$ cat src/rtl/lfsr_bist_engine_if.sv
// Control and data bundle for the LFSR BIST engine: mode/start/load/data
// inputs towards the engine, and the register contents and status back out.
interface lfsr_bist_engine_if #(
    parameter int NBIT = 8
);
    logic [1:0]      mode;
    logic            start;
    logic            load;
    logic [NBIT-1:0] data_in;
    logic            scan_in;
    logic [NBIT-1:0] out;
    logic            scan_out;
    logic            busy;
    logic            done;

    modport master (
        output mode, start, load, data_in, scan_in,
        input  out, scan_out, busy, done
    );

    modport slave (
        input  mode, start, load, data_in, scan_in,
        output out, scan_out, busy, done
    );
endinterface

$ cat src/rtl/lfsr_bist_engine.sv
// Fibonacci LFSR usable as pattern generator (PRPG), signature register (MISR)
// or plain scan chain, sequenced by an IDLE/RUN/DONE controller.
module lfsr_bist_engine #(
    parameter int              NBIT = 8,
    parameter logic [NBIT-1:0] TAPS = NBIT'('hB8),
    parameter logic [NBIT-1:0] SEED = '1,
    parameter int              NPAT = 255
) (
    input  logic               clk,
    input  logic               rst,
    lfsr_bist_engine_if.slave  bus
);
    typedef enum logic [1:0] {S_IDLE, S_RUN, S_DONE} state_t;

    localparam logic [1:0] M_PRPG = 2'b01;
    localparam logic [1:0] M_MISR = 2'b10;
    localparam logic [1:0] M_SCAN = 2'b11;

    localparam int            CW   = $clog2(NPAT + 1);
    localparam logic [CW-1:0] LAST = CW'(NPAT - 1);

    state_t          state_q, state_d;
    logic [NBIT-1:0] dff_q, dff_d;
    logic [CW-1:0]   cnt_q, cnt_d;
    logic            misr_q, misr_d;
    logic            run_req;

    function automatic logic [NBIT-1:0] shift_fb(input logic [NBIT-1:0] r);
        return {r[NBIT-2:0], ^(r & TAPS)};
    endfunction

    always_ff @(posedge clk) begin
        if (rst) begin
            state_q <= S_IDLE;
            dff_q   <= SEED;
            cnt_q   <= '0;
            misr_q  <= 1'b0;
        end else begin
            state_q <= state_d;
            dff_q   <= dff_d;
            cnt_q   <= cnt_d;
            misr_q  <= misr_d;
        end
    end

    // A run may only be launched in a stepping mode; hold and scan ignore start.
    assign run_req = bus.start && (bus.mode == M_PRPG || bus.mode == M_MISR);

    always_comb begin
        state_d = state_q;
        dff_d   = dff_q;
        cnt_d   = cnt_q;
        misr_d  = misr_q;
        case (state_q)
            S_IDLE: begin
                if (bus.load) begin
                    dff_d = bus.data_in;
                end else if (bus.mode == M_SCAN) begin
                    dff_d = {dff_q[NBIT-2:0], bus.scan_in};
                end else if (run_req) begin
                    misr_d  = (bus.mode == M_MISR);
                    cnt_d   = '0;
                    state_d = S_RUN;
                end
            end
            S_RUN: begin
                dff_d = misr_q ? (shift_fb(dff_q) ^ bus.data_in) : shift_fb(dff_q);
                if (cnt_q == LAST) begin
                    state_d = S_DONE;
                end else begin
                    cnt_d = cnt_q + CW'(1);
                end
            end
            S_DONE: begin
                if (bus.load) begin
                    dff_d   = bus.data_in;
                    state_d = S_IDLE;
                end else if (run_req) begin
                    misr_d  = (bus.mode == M_MISR);
                    cnt_d   = '0;
                    state_d = S_RUN;
                end else if (bus.mode == M_SCAN) begin
                    state_d = S_IDLE;
                end
            end
            default: state_d = S_IDLE;
        endcase
    end

    always_comb begin
        bus.out      = dff_q;
        bus.scan_out = dff_q[NBIT-1];
        bus.busy     = (state_q == S_RUN);
        bus.done     = (state_q == S_DONE);
    end
endmodule

$ cat src/flat_wrapper.sv
// flat-port wrapper written by rule: the top's interface ports become plain ports
module lfsr_bist_engine_flat 
#(
    parameter int              NBIT = 8,
    parameter logic [NBIT-1:0] TAPS = NBIT'('hB8),
    parameter logic [NBIT-1:0] SEED = '1,
    parameter int              NPAT = 255
)
  (clk, rst, bus_mode, bus_start, bus_load, bus_data_in, bus_scan_in, bus_out, bus_scan_out, bus_busy, bus_done);
  lfsr_bist_engine_if #(.NBIT(NBIT)) bus_i ();
  input  logic clk;
  input  logic rst;
  input wire logic [$bits(bus_i.mode)-1:0] bus_mode;
  input wire logic [$bits(bus_i.start)-1:0] bus_start;
  input wire logic [$bits(bus_i.load)-1:0] bus_load;
  input wire logic [$bits(bus_i.data_in)-1:0] bus_data_in;
  input wire logic [$bits(bus_i.scan_in)-1:0] bus_scan_in;
  output wire logic [$bits(bus_i.out)-1:0] bus_out;
  output wire logic [$bits(bus_i.scan_out)-1:0] bus_scan_out;
  output wire logic [$bits(bus_i.busy)-1:0] bus_busy;
  output wire logic [$bits(bus_i.done)-1:0] bus_done;
  assign bus_i.mode = bus_mode;
  assign bus_i.start = bus_start;
  assign bus_i.load = bus_load;
  assign bus_i.data_in = bus_data_in;
  assign bus_i.scan_in = bus_scan_in;
  assign bus_out = bus_i.out;
  assign bus_scan_out = bus_i.scan_out;
  assign bus_busy = bus_i.busy;
  assign bus_done = bus_i.done;
  lfsr_bist_engine #(.NBIT(NBIT), .TAPS(TAPS), .SEED(SEED), .NPAT(NPAT)) u_core (.clk(clk), .rst(rst), .bus(bus_i));
endmodule
$ cat config.mk
export PLATFORM = sky130hd
export DESIGN_NAME = lfsr_bist_engine_flat
export DESIGN_NICKNAME = d
export VERILOG_FILES = /design/src/rtl/lfsr_bist_engine_if.sv /design/src/rtl/lfsr_bist_engine.sv /design/src/flat_wrapper.sv
export SDC_FILE = /design/constraint.sdc
export NUM_CORES = 1
export LEC_CHECK = 0
export ABC_AREA = 1
export BUFFER_PORTS_ARGS = -buffer_cell sky130_fd_sc_hd__buf_4
export CORE_ASPECT_RATIO = 0.6
export CORE_MARGIN = 3
export CORE_UTILIZATION = 56
export DETAILED_ROUTE_END_ITERATION = 12
export PLACE_DENSITY_LB_ADDON = 0.15
export SLEW_MARGIN = 20
export SYNTH_ARGS = -nofsm -noshare
export SYNTH_HDL_FRONTEND = slang
export SYNTH_SLANG_ARGS = --single-unit
$ cat constraint.sdc
create_clock -name clk -period 1.8 [get_ports clk]
set_input_delay 0.27 -clock clk [delete_from_list [all_inputs] [get_ports clk]]
set_output_delay 0.27 -clock clk [all_outputs]
set_load 0.02 [all_outputs]
Yosys cells after proc, flatten, opt, wreduce, memory -nomap -nowiden
Index checks and enable logic that the tools add are counted.
Storage, ports and cells
  flip-flop bits (word level): 19
  input port bits: 15
  output and inout bits: 11
  word-level logic and storage cells: 55
Cells by class
  add/sub/neg operators: 1
  eq/ne operators: 15
  multiplexer cells: 24
  bitwise gates (word level): 1
  reduce and logical (&&, ||, !) cells: 10
Operators with widths (number)
  2-to-1 mux 8 bit: 9
  one-hot mux 8 bit (3 select lines): 2
  2-to-1 mux 2 bit: 7
  inequality test 2 bit, second input constant: 5
  AND reduction 5 bit: 2
  adder 8 x 1 -> 8 bit, second input constant: 1
  equality test 8 bit, second input constant: 1
  parity 8 bit: 1
  XOR 8 bit: 1
  equality test 2 bit, second input constant: 3
  one-hot mux 2 bit (3 select lines): 1
  equality test 2 x 1 -> 1 bit, second input constant: 2
  2-to-1 mux 1 bit: 4
  inequality test 2 x 1 -> 1 bit, second input constant: 2
  inequality test 4 x 2 -> 1 bit, second input constant: 1
  AND reduction 4 bit: 1
  inequality test 3 x 2 -> 1 bit, second input constant: 1
  AND reduction 3 bit: 1
  nonzero test 3 bit: 1
  logical NOT 2 bit: 1
  one-hot mux 1 bit (2 select lines): 1
  nonzero test 2 bit: 1
  logical AND 1 bit: 1
  logical OR 1 bit: 1

Depth between registers and ports, before layout
Gate-level depths: netlist (run 1).
  word-level depth: 7
  depth in mapped cells: 11
  depth with buffers taken out: 10

Worst setup path before layout (run 1)
No wires, ideal clock.
  path kind: register -> register
  start point: register u_core.state_q[0]
  end point: register u_core.dff_q[5] (netlist: u_core.bus.out[5])
  setup time: 115 ps
  data arrival time: 1507 ps
  setup slack: 178 ps
  cell stages (with the launch flop): 10
  buffers on the path: 2
  clock period less this slack: 1622 ps
  cells stage by stage: dfxtp_1 inv_1 ha_1 buf_6 inv_2 o21ai_2 buf_6 a21oi_1 nand2_1 nand2_1
Between the ends
  longest elaborated chain between the ends: 3
  elaborated cells between the ends (all ways): 8
  classes of those cells: eq/ne (4); mux (1); reduce/logical (3)
RTL lines
  start: declaration: line lfsr_bist_engine.sv:22  | state_t state_q, state_d;
  start signal: assignment: line lfsr_bist_engine.sv:39  | state_q <= state_d;
  equality test 2 bit (*)
  net bus_done: line flat_wrapper.sv:21  | output wire logic [$bits(bus_i.done)-1:0] bus_done;
  inequality test 2 bit (no line) or nonzero test 3 bit (tied branches)
  AND reduction 3 bit (no line)
  end signal: assignment: line lfsr_bist_engine.sv:35  | dff_q <= SEED;
  end signal: assignment: line lfsr_bist_engine.sv:40  | dff_q <= dff_d;
  end: declaration: line lfsr_bist_engine.sv:23  | logic [NBIT-1:0] dff_q, dff_d;
Mark *: on every way through the listed nets, which the timed path passes. The rest lies on a longest branch.
A chain may end at the register's enable or synchronous reset.

Worst setup path after layout (run 1)
  start point: register u_core.state_q[0]
  end point: register u_core.cnt_q[2]
Between the ends
  longest elaborated chain between the ends: 3
  elaborated cells between the ends (all ways): 10
  classes of those cells: eq/ne (6); mux (1); reduce/logical (3)
RTL lines
  equality test 2 x 1 -> 1 bit, or another cell as far along: line lfsr_bist_engine.sv:54  | case (state_q)
  inequality test 2 bit (no line) or nonzero test 3 bit (tied branches)
  AND reduction 5 bit (no line)
  end signal: assignment: line lfsr_bist_engine.sv:41  | cnt_q <= cnt_d;
  end: declaration: line lfsr_bist_engine.sv:24  | logic [CW-1:0] cnt_q, cnt_d;
Several ways; a longest one is shown, not always the timed one.

==> results of run 1 <==
## state kept, by name (all words and copies together) (netlist names)
name            flops
u_core.misr_q       1
u_core.cnt_q        8
u_core.state_q      2
u_core.bus.out      8
## worst paths after layout
kind	from	endpoint	depth (start not counted)
setup / recovery	u_core.state_q[0]$_SDFFE_PP0P_	u_core.cnt_q[2]$_SDFFE_PP0P_	9
hold / removal	rst	u_core.cnt_q[1]$_SDFFE_PP0P_	2
setup reg to reg	u_core.state_q[0]$_SDFFE_PP0P_	u_core.cnt_q[2]$_SDFFE_PP0P_	9
hold reg to reg	u_core.cnt_q[4]$_SDFFE_PP0P_	u_core.cnt_q[4]$_SDFFE_PP0P_	2
## synth_stat cells, drive strengths merged
cell / count / area (um^2)
nand2: 74 / 293
a21oi: 41 / 205
nor2: 24 / 100
inv: 23 / 86.3
nand3: 21 / 115
dfxtp: 19 / 380
o21ai: 18 / 93.8
buf: 9 / 72.6
ha: 9 / 113
clkinv: 2 / 7.51
xnor2: 2 / 17.5
xor2: 2 / 17.5
clkbuf: 1 / 5.00
nand4: 1 / 6.26
o21bai: 1 / 7.51
## logic make-up (layout without fill, tap and decap cells)
kind of cell               after synthesis  in the layout  share of synthesized area (%)
and+or+nand+nor                        120            120                           33.8
AOI/OAI and AO/OA                       60             60                           20.2
buffers and inverters                   35             63                           11.3
DFF                                     19             19                           25.0
adders and majority gates                9              9                           7.41
xor gates and xnor gates                 4              4                           2.30
## metal layers
| metal | global-route usage, % | vias up |
|---|---|---|
| met5 | 0 | - |
| met4 | 4.41 | 0 |
| met3 | 6.54 | 6 |
| met2 | 37.3 | 61 |
| met1 | 35.6 | 734 |
| li1 | - | 857 |
## cell type report
| class | count | area share [%] |
|---|---|---|
| clock buffer | 4 | 2.53 |
| timing repair buffer | 34 | 14.3 |
| sequential | 19 | 21.3 |
| inverter | 25 | 5.26 |
| multi-input combinational | 193 | 54.5 |
| tap | 30 | 2.11 |
## report_power, final
group	leakage (nW)	internal [W]	total [W]	switching [W]
Clock	0.0228	0.000158	0.000317	0.000159
Combinational	0.639	0.000699	0.00178	0.00108
Sequential	0.156	0.000535	0.000668	0.000133
## worst max-delay path, cell delays in order, from the launching register on
cell and delay (ns):
dfxtp_1 0.38, inv_1 0.10, ha_1 0.24, inv_1 0.11, nor2_1 0.06, nor2_2 0.09
nand3_2 0.17, inv_1 0.19, nand2_1 0.08, a21oi_1 0.13
## stage by stage
step | cells | total power, W | worst slack [ns] | instance area [um^2] | hold WS [ns]
2_1_floorplan | 247 | 0.00190 | 0.178 | 1520 | 0.476
5_1_grt | 305 | 0.00301 | 0.0581 | 1780 | 0.321
4_1_cts | 305 | 0.00272 | 0.101 | 1780 | 0.309
3_3_place_gp | 301 | 0.00238 | 0.180 | 1740 | 0.502
3_5_place_dp | 301 | 0.00241 | 0.106 | 1740 | 0.506
6_report | 305 | 0.00277 | 0.179 | 1780 | 0.309
==> results.sh, run 1 <==
export IMPL_critPathCaptureType="flop"
export IMPL_hp_class="in -> reg"
export IMPL_fin_crit_sh_pct=90.1
export IMPL_pin_count=26
export IMPL_synth_nets=271
export IMPL_post_cts_buffers=0
export IMPL_met1_length_mm=1.98
export IMPL_status="completed"
export IMPL_slew_viol_final=0
export IMPL_clock_sinks=19
export IMPL_p_leak_nw=0.818
export IMPL_drc=0
export IMPL_cp_arrival_ns=1.82
export IMPL_fillerInstances=208
export IMPL_ys_warnings_count=0
export IMPL_synth_cell_types=24
export IMPL_finalHoldViolations=0
export IMPL_routed_via_density=5.44
export IMPL_cellPowerDensity_nw_per_um2=1550
export IMPL_hold_buffers=0
export IMPL_syn_to_final_growth_pct=17.3
export IMPL_wl_per_cell_um=12.7
export IMPL_slew_headroom_pct=76.0
export IMPL_dr_total_vias=1658
export IMPL_grt_use_total_pct=24.8
export IMPL_highest_layer="met4"
export IMPL_overflow=0
export IMPL_setup_viol=0
export IMPL_cp_max_fo=8
export IMPL_clock_path_buffers=2
export IMPL_post_cts_resized=0
export IMPL_core_um2=2360
export IMPL_dieWidth_um=73.3
export IMPL_finalCoreUtilization_pct=75.6
export IMPL_fin_nets=300
export IMPL_drtAntennaViolNets=0
export IMPL_layout_commonest_cell="nand2_1"
export IMPL_regArea_um2=380
export IMPL_die_area_um2=3400
export IMPL_period_minus_slack_ns=1.62
export IMPL_antenna_found_initial=0
export IMPL_ys_ff_latch=19
export IMPL_diodes=0
export IMPL_avgSynthCellArea_um2=6.15
export IMPL_reg2reg_slack_ns=0.18
export IMPL_drt_pass1_iter_count=5
export IMPL_dp_hpwl_mm=2.87
export IMPL_ys_seq_area_share_pct=25.0
export IMPL_worst_ep_required_time_ns=2.00
export IMPL_clk_pin_slew_ns=0.08
export IMPL_finalWeightedCongestion=0.846
export IMPL_vdd_drop_max_mv=0.850
export IMPL_clock_latency_ns=0.26
export IMPL_drv_cap=0
export IMPL_drt_iter0_drc=139
export IMPL_worst_pin_slew_ns=0.360
export IMPL_setup_tns_ns=0
export IMPL_worstSetupPathType="reg -> reg"
export IMPL_wl_met3_um=290
export IMPL_dr_wl_met2_mm=1.58
export IMPL_fmax_ghz=0.617
export IMPL_cts_tree="yes"
export IMPL_cts_root_buf="clkbuf_8"
export IMPL_cp_start_kind="flop"
export IMPL_grt_pass1_wl_mm=6.38
export IMPL_port_buffers=25
export IMPL_multi_input_area_um2=971
export IMPL_grt_pass1_vias=1390
export IMPL_clock_skew_ns=0.00165
export IMPL_die_h_um=46.4
export IMPL_totalWireLength_mm=3.88
export IMPL_rows=13
export IMPL_synthCells=247
export IMPL_initial_core_util_pct=64.5
export IMPL_rsz0062_at_grt="false"
export IMPL_synthesis_area_um2=1520
export IMPL_cts_buffers=3
export IMPL_layout_common_cells="nand2_1 (70), a21oi_1 (41), buf_4 (34), inv_1 (22), nor2_1 (22)"
export IMPL_htree_num_levels=1
export IMPL_grt_max_degree=17
export IMPL_drive_gt1_share_pct=17.5
Note: power is estimated with default switching activity, not from simulation.
==> run 2: changes to the inputs <==
- CELL_PAD_IN_SITES_DETAIL_PLACEMENT: not set -> 1
- CELL_PAD_IN_SITES_GLOBAL_PLACEMENT: not set -> 2
- CORE_UTILIZATION: 56 -> 29
==> run 2 against run 1 <==
- worst hold slack better by 0.017 ns
- utilization is 37 points lower
- combinational power is 4% higher
- critical path depth is 5 lower
- largest power group unchanged
==> results.sh, run 2 (synthesis gave the netlist of run 1 again) <==
export IMPL_fmax_ghz=0.613
export IMPL_critPathCaptureType="output pin"
export IMPL_switching_share_pct=50.6
export IMPL_finalCoreUtilization_pct=38.2
export IMPL_initial_core_util_pct=31.7
export IMPL_rows=19
export IMPL_design_area_um2=1840
export IMPL_hp_class="in -> reg"
export IMPL_grt_max_degree=17
export IMPL_core_um2=4800
export IMPL_fin_crit_sh_pct=90.6
export IMPL_dr_total_vias=1605
export IMPL_worstSetupPathType="reg -> out"
export IMPL_drt_iter0_drc=35
export IMPL_cp_arrival_ns=1.36
export IMPL_hold_buffers=0
export IMPL_layout_commonest_cell="nand2_1"
export IMPL_routed_via_density=4.75
export IMPL_totalWireLength_mm=4.76
export IMPL_wl_per_cell_um=14.1
export IMPL_fin_nets=300
export IMPL_slew_headroom_pct=68.9
export IMPL_worst_pin_slew_ns=0.464
export IMPL_setup_tns_ns=0
export IMPL_die_h_um=62.1
export IMPL_htree_num_levels=1
export IMPL_clock_path_buffers=2
export IMPL_drtAntennaViolNets=0
export IMPL_slew_viol_final=0
export IMPL_finalWeightedCongestion=0.775
export IMPL_status="completed"
export IMPL_cts_buffers=3
export IMPL_worstHoldStart="rst"
export IMPL_drive_gt1_share_pct=17.5
export IMPL_dp_hpwl_mm=3.67
export IMPL_cts_tree="yes"
export IMPL_drt_pass1_iter_count=4
export IMPL_drc=0
export IMPL_grt_pass1_vias=1507
export IMPL_worst_r2r_startpoint="u_core.state_q[1]$_SDFFE_PP0P_"
export IMPL_vdd_drop_max_mv=0.480
export IMPL_diodes=0
export IMPL_seq_power_share_pct=23.8
export IMPL_startpoint="u_core.state_q[1]$_SDFFE_PP0P_"
export IMPL_setup_viol=0
export IMPL_drv_cap=0
export IMPL_switchingPower_w=0.00143
export IMPL_p_leak_nw=0.821
export IMPL_comb_power_share_pct=65.2
export IMPL_syn_to_final_growth_pct=20.8
export IMPL_placed_area_um2=1780
export IMPL_overflow=0
export IMPL_antenna_found_initial=0
export IMPL_clk_pin_slew_ns=0.08
export IMPL_grt_pass1_wl_mm=7.73
export IMPL_clkPwrFrac_pct=11.0
export IMPL_cts_root_buf="clkbuf_8"
export IMPL_cellPowerDensity_nw_per_um2=1540
export IMPL_clock_latency_ns=0.26
export IMPL_period_minus_slack_ns=1.63
export IMPL_finalHoldViolations=0
export IMPL_pin_count=26
export IMPL_grt_use_total_pct=16.2
export IMPL_clock_skew_ns=0.00525
export IMPL_rsz0062_at_grt="false"
export IMPL_port_buffers=25
export IMPL_intPower_w=0.00140
export IMPL_worst_ep_required_time_ns=1.53
export IMPL_die_area_um2=6180
export IMPL_cp_max_fo=7
export IMPL_layout_common_cells="nand2_1 (70), a21oi_1 (41), buf_4 (34), nor2_1 (22), inv_1 (21)"
export IMPL_dieWidth_um=99.5
export IMPL_clock_sinks=19
export IMPL_cp_start_kind="flop"
==> run 2: critical path: stages (launching register included) <==
cell,delay [ns]
dfxtp_1,0.40
inv_1,0.10
ha_1,0.24
buf_4,0.19
buf_4,0.16
==> run 2: timing repair <==
action / in CTS / in global routing
buffers inserted: 0 / 0
endpoints found under the setup margin: 0 / 14
gates resized for setup: 0 / 3
hold endpoints to repair: 0 / 0
==> run 2: path summary, 6_finish.rpt <==
path,slack (ns),to,cells past startpoint
hold reg to reg,0.53,u_core.cnt_q[4]$_SDFFE_PP0P_,2
hold / removal,0.33,u_core.cnt_q[5]$_SDFFE_PP0P_,2
setup / recovery,0.17,bus_busy,4
setup reg to reg,0.22,u_core.bus.out[0]$_SDFFE_PP1P_,7
==> run 2: stage by stage <==
| stage | total power [W] | instances | setup slack [ns] | hold slack, ns |
|---|---|---|---|---|
| final | 0.00283 | 338 | 0.169 | 0.326 |
| after global routing | 0.00313 | 338 | 0.0545 | 0.314 |
| after CTS | 0.00283 | 338 | 0.0887 | 0.323 |
| after detailed placement | 0.00249 | 334 | 0.0197 | 0.523 |
| after global placement | 0.00249 | 334 | 0.00756 | 0.502 |
| after floorplan | 0.00190 | 247 | 0.178 | 0.476 |
==> run 2: layout make-up <==
class / instances / area [um^2]
inverter: 25 / 93.8
timing repair buffer: 34 / 255
fill: 659 / 2970
multi-input combinational: 193 / 983
clock buffer: 4 / 45.0
tap: 63 / 78.8
sequential: 19 / 380
==> run 2: power by group through the flow <==
stage	Combinational [W]	Sequential, W	Clock (W)
floorplan	0.00116	0.000737	0
global placement	0.00181	0.000683	0
detailed placement	0.00181	0.000685	0
CTS	0.00182	0.000674	0.000331
global route	0.00208	0.000701	0.000355
finish	0.00185	0.000674	0.000312
==> run 2: routing by layer <==
layer / global-route usage [%] / vias to the layer above / share of wire [%]
met1: 25.2 / 729 / 57
met2: 22.1 / 23 / 38
met4: 2.92 / 0 / 0.44
met5: 0 / - / 0
li1: - / 851 / -
met3: 4.12 / 2 / 3.9
